$ cat config.mk
export PLATFORM = sky130hd
export DESIGN_NAME = nibble_serial_adder_flat
export DESIGN_NICKNAME = d
export VERILOG_FILES = /design/src/rtl/adder_pkg.sv /design/src/rtl/nibble_serial_adder_if.sv /design/src/rtl/adder4bit.sv /design/src/rtl/nibble_serial_adder.sv /design/src/flat_wrapper.sv
export SDC_FILE = /design/constraint.sdc
export NUM_CORES = 1
export LEC_CHECK = 0
export CORE_ASPECT_RATIO = 1.1
export CORE_MARGIN = 4
export CORE_UTILIZATION = 54
export DETAILED_ROUTE_END_ITERATION = 12
export GPL_TIMING_DRIVEN = 0
export PLACE_DENSITY_LB_ADDON = 0.2
export SETUP_SLACK_MARGIN = 0.2
export SLEW_MARGIN = 20
export SYNTH_ARGS = -nofsm -noshare
export SYNTH_HDL_FRONTEND = slang
export SYNTH_SLANG_ARGS = --single-unit
$ cat constraint.sdc
create_clock -name clk -period 3.6 [get_ports clk]
set_input_delay 0.72 -clock clk [delete_from_list [all_inputs] [get_ports clk]]
set_output_delay 0.72 -clock clk [all_outputs]
set_load 0.02 [all_outputs]
$ cat src/rtl/adder_pkg.sv
// Shared definitions for the adder4bit-based datapaths: nibble width and the
// sequencing FSM state encoding.
package adder_pkg;

    localparam int NIBBLE_W = 4;

    typedef enum logic [1:0] {
        IDLE = 2'd0,
        RUN  = 2'd1,
        DONE = 2'd2
    } state_t;

endpackage

$ cat src/rtl/nibble_serial_adder_if.sv
// Request/result bundle for nibble_serial_adder. With SIGNED_OVF_EN defined
// the signed-overflow flag ovf is part of the bundle.
interface nibble_serial_adder_if #(
    parameter int NIBBLES = 4
);
    import adder_pkg::*;

    localparam int W = NIBBLE_W * NIBBLES;

    logic         start;
    logic [W-1:0] a;
    logic [W-1:0] b;
    logic         cin;
    logic         busy;
    logic         done;
    logic [W-1:0] sum;
    logic         cout;
`ifdef SIGNED_OVF_EN
    logic         ovf;

    modport master (output start, a, b, cin, input busy, done, sum, cout, ovf);
    modport slave  (input start, a, b, cin, output busy, done, sum, cout, ovf);
`else
    modport master (output start, a, b, cin, input busy, done, sum, cout);
    modport slave  (input start, a, b, cin, output busy, done, sum, cout);
`endif

endinterface

$ cat src/rtl/adder4bit.sv
// Combinational 4-bit adder with carry in/out; the one shared adder slice.
module adder4bit
    import adder_pkg::*;
(
    input  logic [NIBBLE_W-1:0] in1,
    input  logic [NIBBLE_W-1:0] in2,
    input  logic                cin,
    output logic [NIBBLE_W-1:0] out,
    output logic                carry
);

    logic [NIBBLE_W:0] full;

    assign full  = {1'b0, in1} + {1'b0, in2} + {{NIBBLE_W{1'b0}}, cin};
    assign out   = full[NIBBLE_W-1:0];
    assign carry = full[NIBBLE_W];

endmodule

$ cat src/rtl/nibble_serial_adder.sv
// Adds two NIBBLES*4-bit operands one nibble per cycle through one adder4bit.
// Optional feature macro: SIGNED_OVF_EN (adds the signed-overflow flag ovf).
module nibble_serial_adder
    import adder_pkg::*;
#(
    parameter int NIBBLES = 4
)
(
    input  logic                   clk,
    input  logic                   reset,
    nibble_serial_adder_if.slave   bus
);

    localparam int W     = NIBBLE_W * NIBBLES;
    localparam int IDX_W = $clog2(NIBBLES);
    localparam logic [IDX_W-1:0] LAST = IDX_W'(NIBBLES - 1);

    state_t             state;
    logic [W-1:0]       a_sh;
    logic [W-1:0]       b_sh;
    logic [W-1:0]       s_sh;
    logic               c_reg;
    logic [IDX_W-1:0]   idx;
    logic [NIBBLE_W-1:0] nib_sum;
    logic               nib_c;
    logic [W-1:0]       s_next;
`ifdef SIGNED_OVF_EN
    logic               a_msb;
    logic               b_msb;
`endif

    adder4bit u_adder4bit (
        .in1   (a_sh[NIBBLE_W-1:0]),
        .in2   (b_sh[NIBBLE_W-1:0]),
        .cin   (c_reg),
        .out   (nib_sum),
        .carry (nib_c)
    );

    // Result nibbles enter at the top so nibble 0 lands at the bottom after the last step.
    assign s_next = {nib_sum, s_sh[W-1:NIBBLE_W]};

    always_ff @(posedge clk) begin
        if (reset) begin
            state    <= IDLE;
            a_sh     <= '0;
            b_sh     <= '0;
            s_sh     <= '0;
            c_reg    <= 1'b0;
            idx      <= '0;
            bus.busy <= 1'b0;
            bus.done <= 1'b0;
            bus.sum  <= '0;
            bus.cout <= 1'b0;
`ifdef SIGNED_OVF_EN
            a_msb    <= 1'b0;
            b_msb    <= 1'b0;
            bus.ovf  <= 1'b0;
`endif
        end else begin
            case (state)
                IDLE, DONE: begin
                    bus.done <= 1'b0;
                    if (bus.start) begin
                        a_sh     <= bus.a;
                        b_sh     <= bus.b;
                        c_reg    <= bus.cin;
                        idx      <= '0;
                        bus.busy <= 1'b1;
                        state    <= RUN;
`ifdef SIGNED_OVF_EN
                        a_msb    <= bus.a[W-1];
                        b_msb    <= bus.b[W-1];
`endif
                    end else begin
                        bus.busy <= 1'b0;
                        state    <= IDLE;
                    end
                end
                RUN: begin
                    a_sh  <= a_sh >> NIBBLE_W;
                    b_sh  <= b_sh >> NIBBLE_W;
                    s_sh  <= s_next;
                    c_reg <= nib_c;
                    if (idx == LAST) begin
                        idx      <= '0;
                        bus.sum  <= s_next;
                        bus.cout <= nib_c;
                        bus.done <= 1'b1;
                        bus.busy <= 1'b0;
                        state    <= DONE;
`ifdef SIGNED_OVF_EN
                        bus.ovf  <= (a_msb == b_msb) && (nib_sum[NIBBLE_W-1] != a_msb);
`endif
                    end else begin
                        idx <= idx + 1'b1;
                    end
                end
                default: begin
                    bus.busy <= 1'b0;
                    bus.done <= 1'b0;
                    state    <= IDLE;
                end
            endcase
        end
    end

endmodule

$ cat src/flat_wrapper.sv
// flat-port wrapper written by rule: the top's interface ports become plain ports
module nibble_serial_adder_flat import adder_pkg::*;
#(
    parameter int NIBBLES = 4
)
  (clk, reset, bus_start, bus_a, bus_b, bus_cin, bus_busy, bus_done, bus_sum, bus_cout);
  nibble_serial_adder_if #(.NIBBLES(NIBBLES)) bus_i ();
  input  logic clk;
  input  logic reset;
  input wire logic [$bits(bus_i.start)-1:0] bus_start;
  input wire logic [$bits(bus_i.a)-1:0] bus_a;
  input wire logic [$bits(bus_i.b)-1:0] bus_b;
  input wire logic [$bits(bus_i.cin)-1:0] bus_cin;
  output wire logic [$bits(bus_i.busy)-1:0] bus_busy;
  output wire logic [$bits(bus_i.done)-1:0] bus_done;
  output wire logic [$bits(bus_i.sum)-1:0] bus_sum;
  output wire logic [$bits(bus_i.cout)-1:0] bus_cout;
  assign bus_i.start = bus_start;
  assign bus_i.a = bus_a;
  assign bus_i.b = bus_b;
  assign bus_i.cin = bus_cin;
  assign bus_busy = bus_i.busy;
  assign bus_done = bus_i.done;
  assign bus_sum = bus_i.sum;
  assign bus_cout = bus_i.cout;
  nibble_serial_adder #(.NIBBLES(NIBBLES)) u_core (.clk(clk), .reset(reset), .bus(bus_i));
endmodule
; ---- Yosys cells after proc, flatten, opt, wreduce, memory -nomap -nowiden
; Cells that the tools add are included.
[totals]
output_inout_bits = 19
elab_cells = 40
in_bits = 36
regBits = 72
[op_classes]
addsub = 3
n_mux = 15
reduce_logical = 6
n_bitwise = 1
eq_ne = 5
[op_table]
columns = op, n
row1 = case mux 16 bit (2 select lines), 2
row2 = 2-to-1 mux 16 bit, 2
row3 = case mux 2 bit (2 select lines), 2
row4 = 2-to-1 mux 2 bit, 3
row5 = adder 4 x 4 -> 5 bit, 1
row6 = adder 5 x 1 -> 5 bit, 1
row7 = "== test 2 bit, second input constant", 2
row8 = 2-to-1 mux 1 bit, 4
row9 = case mux 1 bit (2 select lines), 2
row10 = AND reduction 2 bit, 2
row11 = OR reduction 2 bit, 2
row12 = "adder 2 x 1 -> 2 bit, second input constant", 1
row13 = "== test 2 x 1 -> 1 bit, second input constant", 1
row14 = zero test 2 bit, 1
row15 = "!= test 2 x 1 -> 1 bit, second input constant", 1
row16 = "!= test 2 bit, second input constant", 1
row17 = nonzero test 2 bit, 1
row18 = inverter 1 bit, 1

; ---- Logic depth before layout (Yosys ltp)
[depth]
depth_word = 4
mapped_depth = 6
mapped_depth_nobuf = 5

; ---- Cells and area by module
; From an unflattened synthesis, not the netlist that was laid out.
[hier_totals]
cells_unflattened = 319
area_unflattened_um2 = 2722.6
[modules_own_cells]
columns = mod, area_each_um2, seq_area_each_um2, cells_each, n_inst
row1 = nibble_serial_adder, 2578.7, 1361.3, 303, 1
row2 = adder4bit, 143.9, 0.0, 16, 1

; ---- Worst setup path after synthesis
; No wires, ideal clock.
[synth_timing]
path_kind = register -> register
startpoint = register u_core.c_reg
endpoint = register u_core.c_reg
setup_time_ns = 0.126
stages_incl_launch_ff = 6
synth_period_minus_slack_ns = 1.688
arrival_ns = 1.562
path_buffers = 0
slack_ns = 1.912
required_ns = 3.474
path_cell_list = dfxtp_1 -> fa_1 -> fa_1 -> a21o_1 -> a21oi_1 -> o22ai_1
[synth_via]
elab_chain_len = 2
[synth_rtl]
columns = element, line
row1 = from (decl), nibble_serial_adder.sv:22  ; logic c_reg;
row2 = from (signal assigned), nibble_serial_adder.sv:67  ; c_reg <= bus.cin;
row3 = from (signal assigned), nibble_serial_adder.sv:84  ; c_reg <= nib_c;
row4 = adder 5 x 1 -> 5 bit, adder4bit.sv:14  ; assign full = {1'b0, in1} + {1'b0, in2} + {{NIBBLE_W{1'b0}}, cin};
row5 = case mux 1 bit (2 select lines), nibble_serial_adder.sv:61  ; case (state)
; Every way passes these cells.
; A chain may end at the register's enable or synchronous reset.

; ---- Worst setup path in the final report
[layout_timing]
startpoint = register u_core.bus.sum[14]
endpoint = output port bus_sum[14]
[layout_rtl]
columns = element, line
row1 = from (decl), nibble_serial_adder_if.sv:25  ; modport slave (input start, a, b, cin, output busy, done, sum, cout);
row2 = from (signal assigned), nibble_serial_adder.sv:87  ; bus.sum <= s_next;
row3 = to (decl), flat_wrapper.sv:16  ; output wire logic [$bits(bus_i.sum)-1:0] bus_sum;
; No word-level cell between the ends.

==> flow_summary.ini <==
[flow_run]
maxCapViolCount = 0

[pwr]
switchingPower_mw = 0.434
p_per_area_nw_per_um2 = 486
p_clk_share_pct = 37.3
swShare_pct = 25.5
finalPower_mw = 1.70
ir_worst_vdd_mv = 0.339
p_leak_nw = 1.28
p_seq_share_pct = 48.6
comb_power_share_pct = 14.1
p_int_mw = 1.26

[worst_setup_path]
reg2reg_to = u_core.c_reg
critPathTopFamily = buffers and inverters
worst_r2r_path_depth = 5
critPathBufInv = 1
crit_path_cell_trace = clkdlybuf4s50_1
critPathMaxStageDelay_ns = 0.61
critical_path_arrival_ns = 1.29
critPathKind = register to output pin
startpoint_type = register
cpMaxStageDelayCell = clkdlybuf4s50_1
end_kind = output pin
critPathRequiredTime_ns = 2.88
cp_max_fo = 2
reg2reg_from = u_core.c_reg
r2r_slack_ns = 1.72

[finish]
top_regs = u_core.a_sh x16, u_core.b_sh x16, u_core.bus.sum x16
final-seq-area_um2 = 1360
area_delta_synth_final_pct = 30.3
final.fill_count = 374
multi_input_area_um2 = 1160
n_antenna_cell = 0
nets = 420
drive_above_1_share_pct = 9.14

[sta]
hold_viol = 0
slew_violations = 0
rsz0062_at_grt = no
min_period_over_period_pct = 55.9
fmax_mhz = 497
holdWs_ns = 0.452
finalCriticalPeriod_ns = 2.01
setup_tns_ns = 0
worst_pin_slew_ns = 0.588
slew_headroom_pct = 60.8
setup_viol = 0
setup_ws_ns = 1.59
clock_skew_ns = 0.00676

[synthesis]
ys_async_sr_fraction_pct = 0
synth_area_per_cell_um2 = 8.57
yosysMostFrequentCell = dfxtp_1
yosys_register_bits = 68
yosysSeqAreaShare_pct = 50.8
synth_top_cell_area_share_pct = 50.8
synth_area_leader_cell = dfxtp_1
synthCells = 313
synth_top_flop_cell = dfxtp_1
yosys.cell_types.count = 33
synth_nets = 355
synth_area_leaders = dfxtp_1 51%, nor3_1 9.0%, nand2_1 8.1%
synth-edff-count = 0
synth_area_um2 = 2680
synth_common_cells = 68 x dfxtp_1, 58 x nand2_1, 48 x nor3_1
yosysWarnings = 0

[placement]
preCtsSetupSlack_ns = 1.37
io_buffers = 54
hpwlAfterDp_mm = 4.83
gp_congestion = 0.833

[grt]
grt-ovfl-total = 0
grt.total_usage_pct = 23.8
grt_pass1_vias = 2377
grt_antenna_before_repair = 0
grt_max_degree = 12
grt_pass1_wl_mm = 11.1

[clock_tree]
cts_resized = 0
path_clk_slew_ns = 0.07
cts_buffers = 9
root_buffer = clkbuf_8
cts_tree = done
clkLatencyLatePin_ns = 0.33
holdBufCountCts = 0
cts.sinks = 68
ctsHtreeMaxLevel = 3
cts.path.max_buffers = 2
postCtsSetupBuffers = 0

[hold_path]
min_to = u_core.bus.sum[0]
hold_path.class = register to register
hold_path_depth = 2
holdCritStartpoint = u_core.s_sh[4]

[route]
viasPerCell = 5.67
postRouteAntennaNets = 0
avgRoutedWirePerCell_um = 15.1
finalWirelength_mm = 6.63
num_vias = 2488
drt_iter0_markers = 139
first_pass_iters = 5
drcViolationCount = 0

[outcome]
status = completed

[floorplanning]
io_pins = 55
dieArea_um2 = 6160
core_area_um2 = 4720
num_rows = 26
die_y_um = 81.9
die_width_um = 75.2
start_util_pct = 56.8
[power groups by stage]
| stage | combinational [mW] | clock (mW) | sequential, mW |
|---|---|---|---|
| 3_3_place_gp | 0.229 | 0 | 0.840 |
| 4_1_cts | 0.239 | 0.635 | 0.825 |
| 6_report | 0.239 | 0.634 | 0.825 |
| 3_5_place_dp | 0.236 | 0 | 0.841 |
| 5_1_grt | 0.265 | 0.667 | 0.830 |
| 2_1_floorplan | 0.152 | 0 | 0.834 |
[cell families after synthesis]
group                    synth area share [%]
AO/OA/AOI/OAI                            15.8
buffers and inverters                    6.07
adder cells (fa/ha/maj)                  3.36
XOR/XNOR                                0.327
flip-flops                               50.8
AND/OR/NAND/NOR                          23.7
[routing by layer]
layer,vias up,part of all wire [%],global-route usage [%]
li1,1235,-,-
met1,1161,41,27.9
met2,82,51,41.6
met3,10,6.0,5.02
met4,0,1.5,10.1
met5,-,0,0
[final cells by class]
class	instances	area share [%]
Sequential cell	68	39.0
Multi-Input combinational cell	216	33.1
Timing Repair Buffer	54	15.5
Buffer	28	4.55
Clock buffer	12	4.44
Tap cell	56	2.01
Clock inverter	4	1.36
Inverter	1	0.107
[placed cells by master (no fill, tap or decap), types with 3 or more instances in the layout]
| master | n |
|---|---|
| clkbuf_8 | 11 |
| a21oi_1 | 37 |
| ha_1 | 4 |
| nor2_1 | 6 |
| buf_2 | 10 |
| nor3_1 | 48 |
| buf_4 | 7 |
| o22ai_1 | 25 |
| dfxtp_1 | 68 |
| clkbuf_1 | 8 |
| nor2b_1 | 3 |
| nand2_1 | 58 |
| nand3_1 | 12 |
| clkdlybuf4s50_1 | 54 |
[through the flow]
stage	cell area [um^2]	instances	util, %
floorplan	2680	313	-
global placement	3290	423	69.8
detailed placement	3290	423	69.8
CTS	3490	439	74.1
global route	3490	439	74.1
finish	3490	439	74.1
[how the worst max path moves through the flow]
stage	from	to	depth (start not counted)	slack, ns
final	u_core.bus.sum[14]	bus_sum[14]	1	1.59
after global routing	u_core.bus.sum[14]	bus_sum[14]	1	1.54
after CTS	u_core.bus.sum[14]	bus_sum[14]	1	1.58
after detailed placement	reset	u_core.a_sh[8]	4	1.37
after global placement	reset	u_core.a_sh[7]	4	1.42
after floorplan	u_core.c_reg	u_core.c_reg	5	1.91
Note: power is estimated with default switching activity, not from simulation.
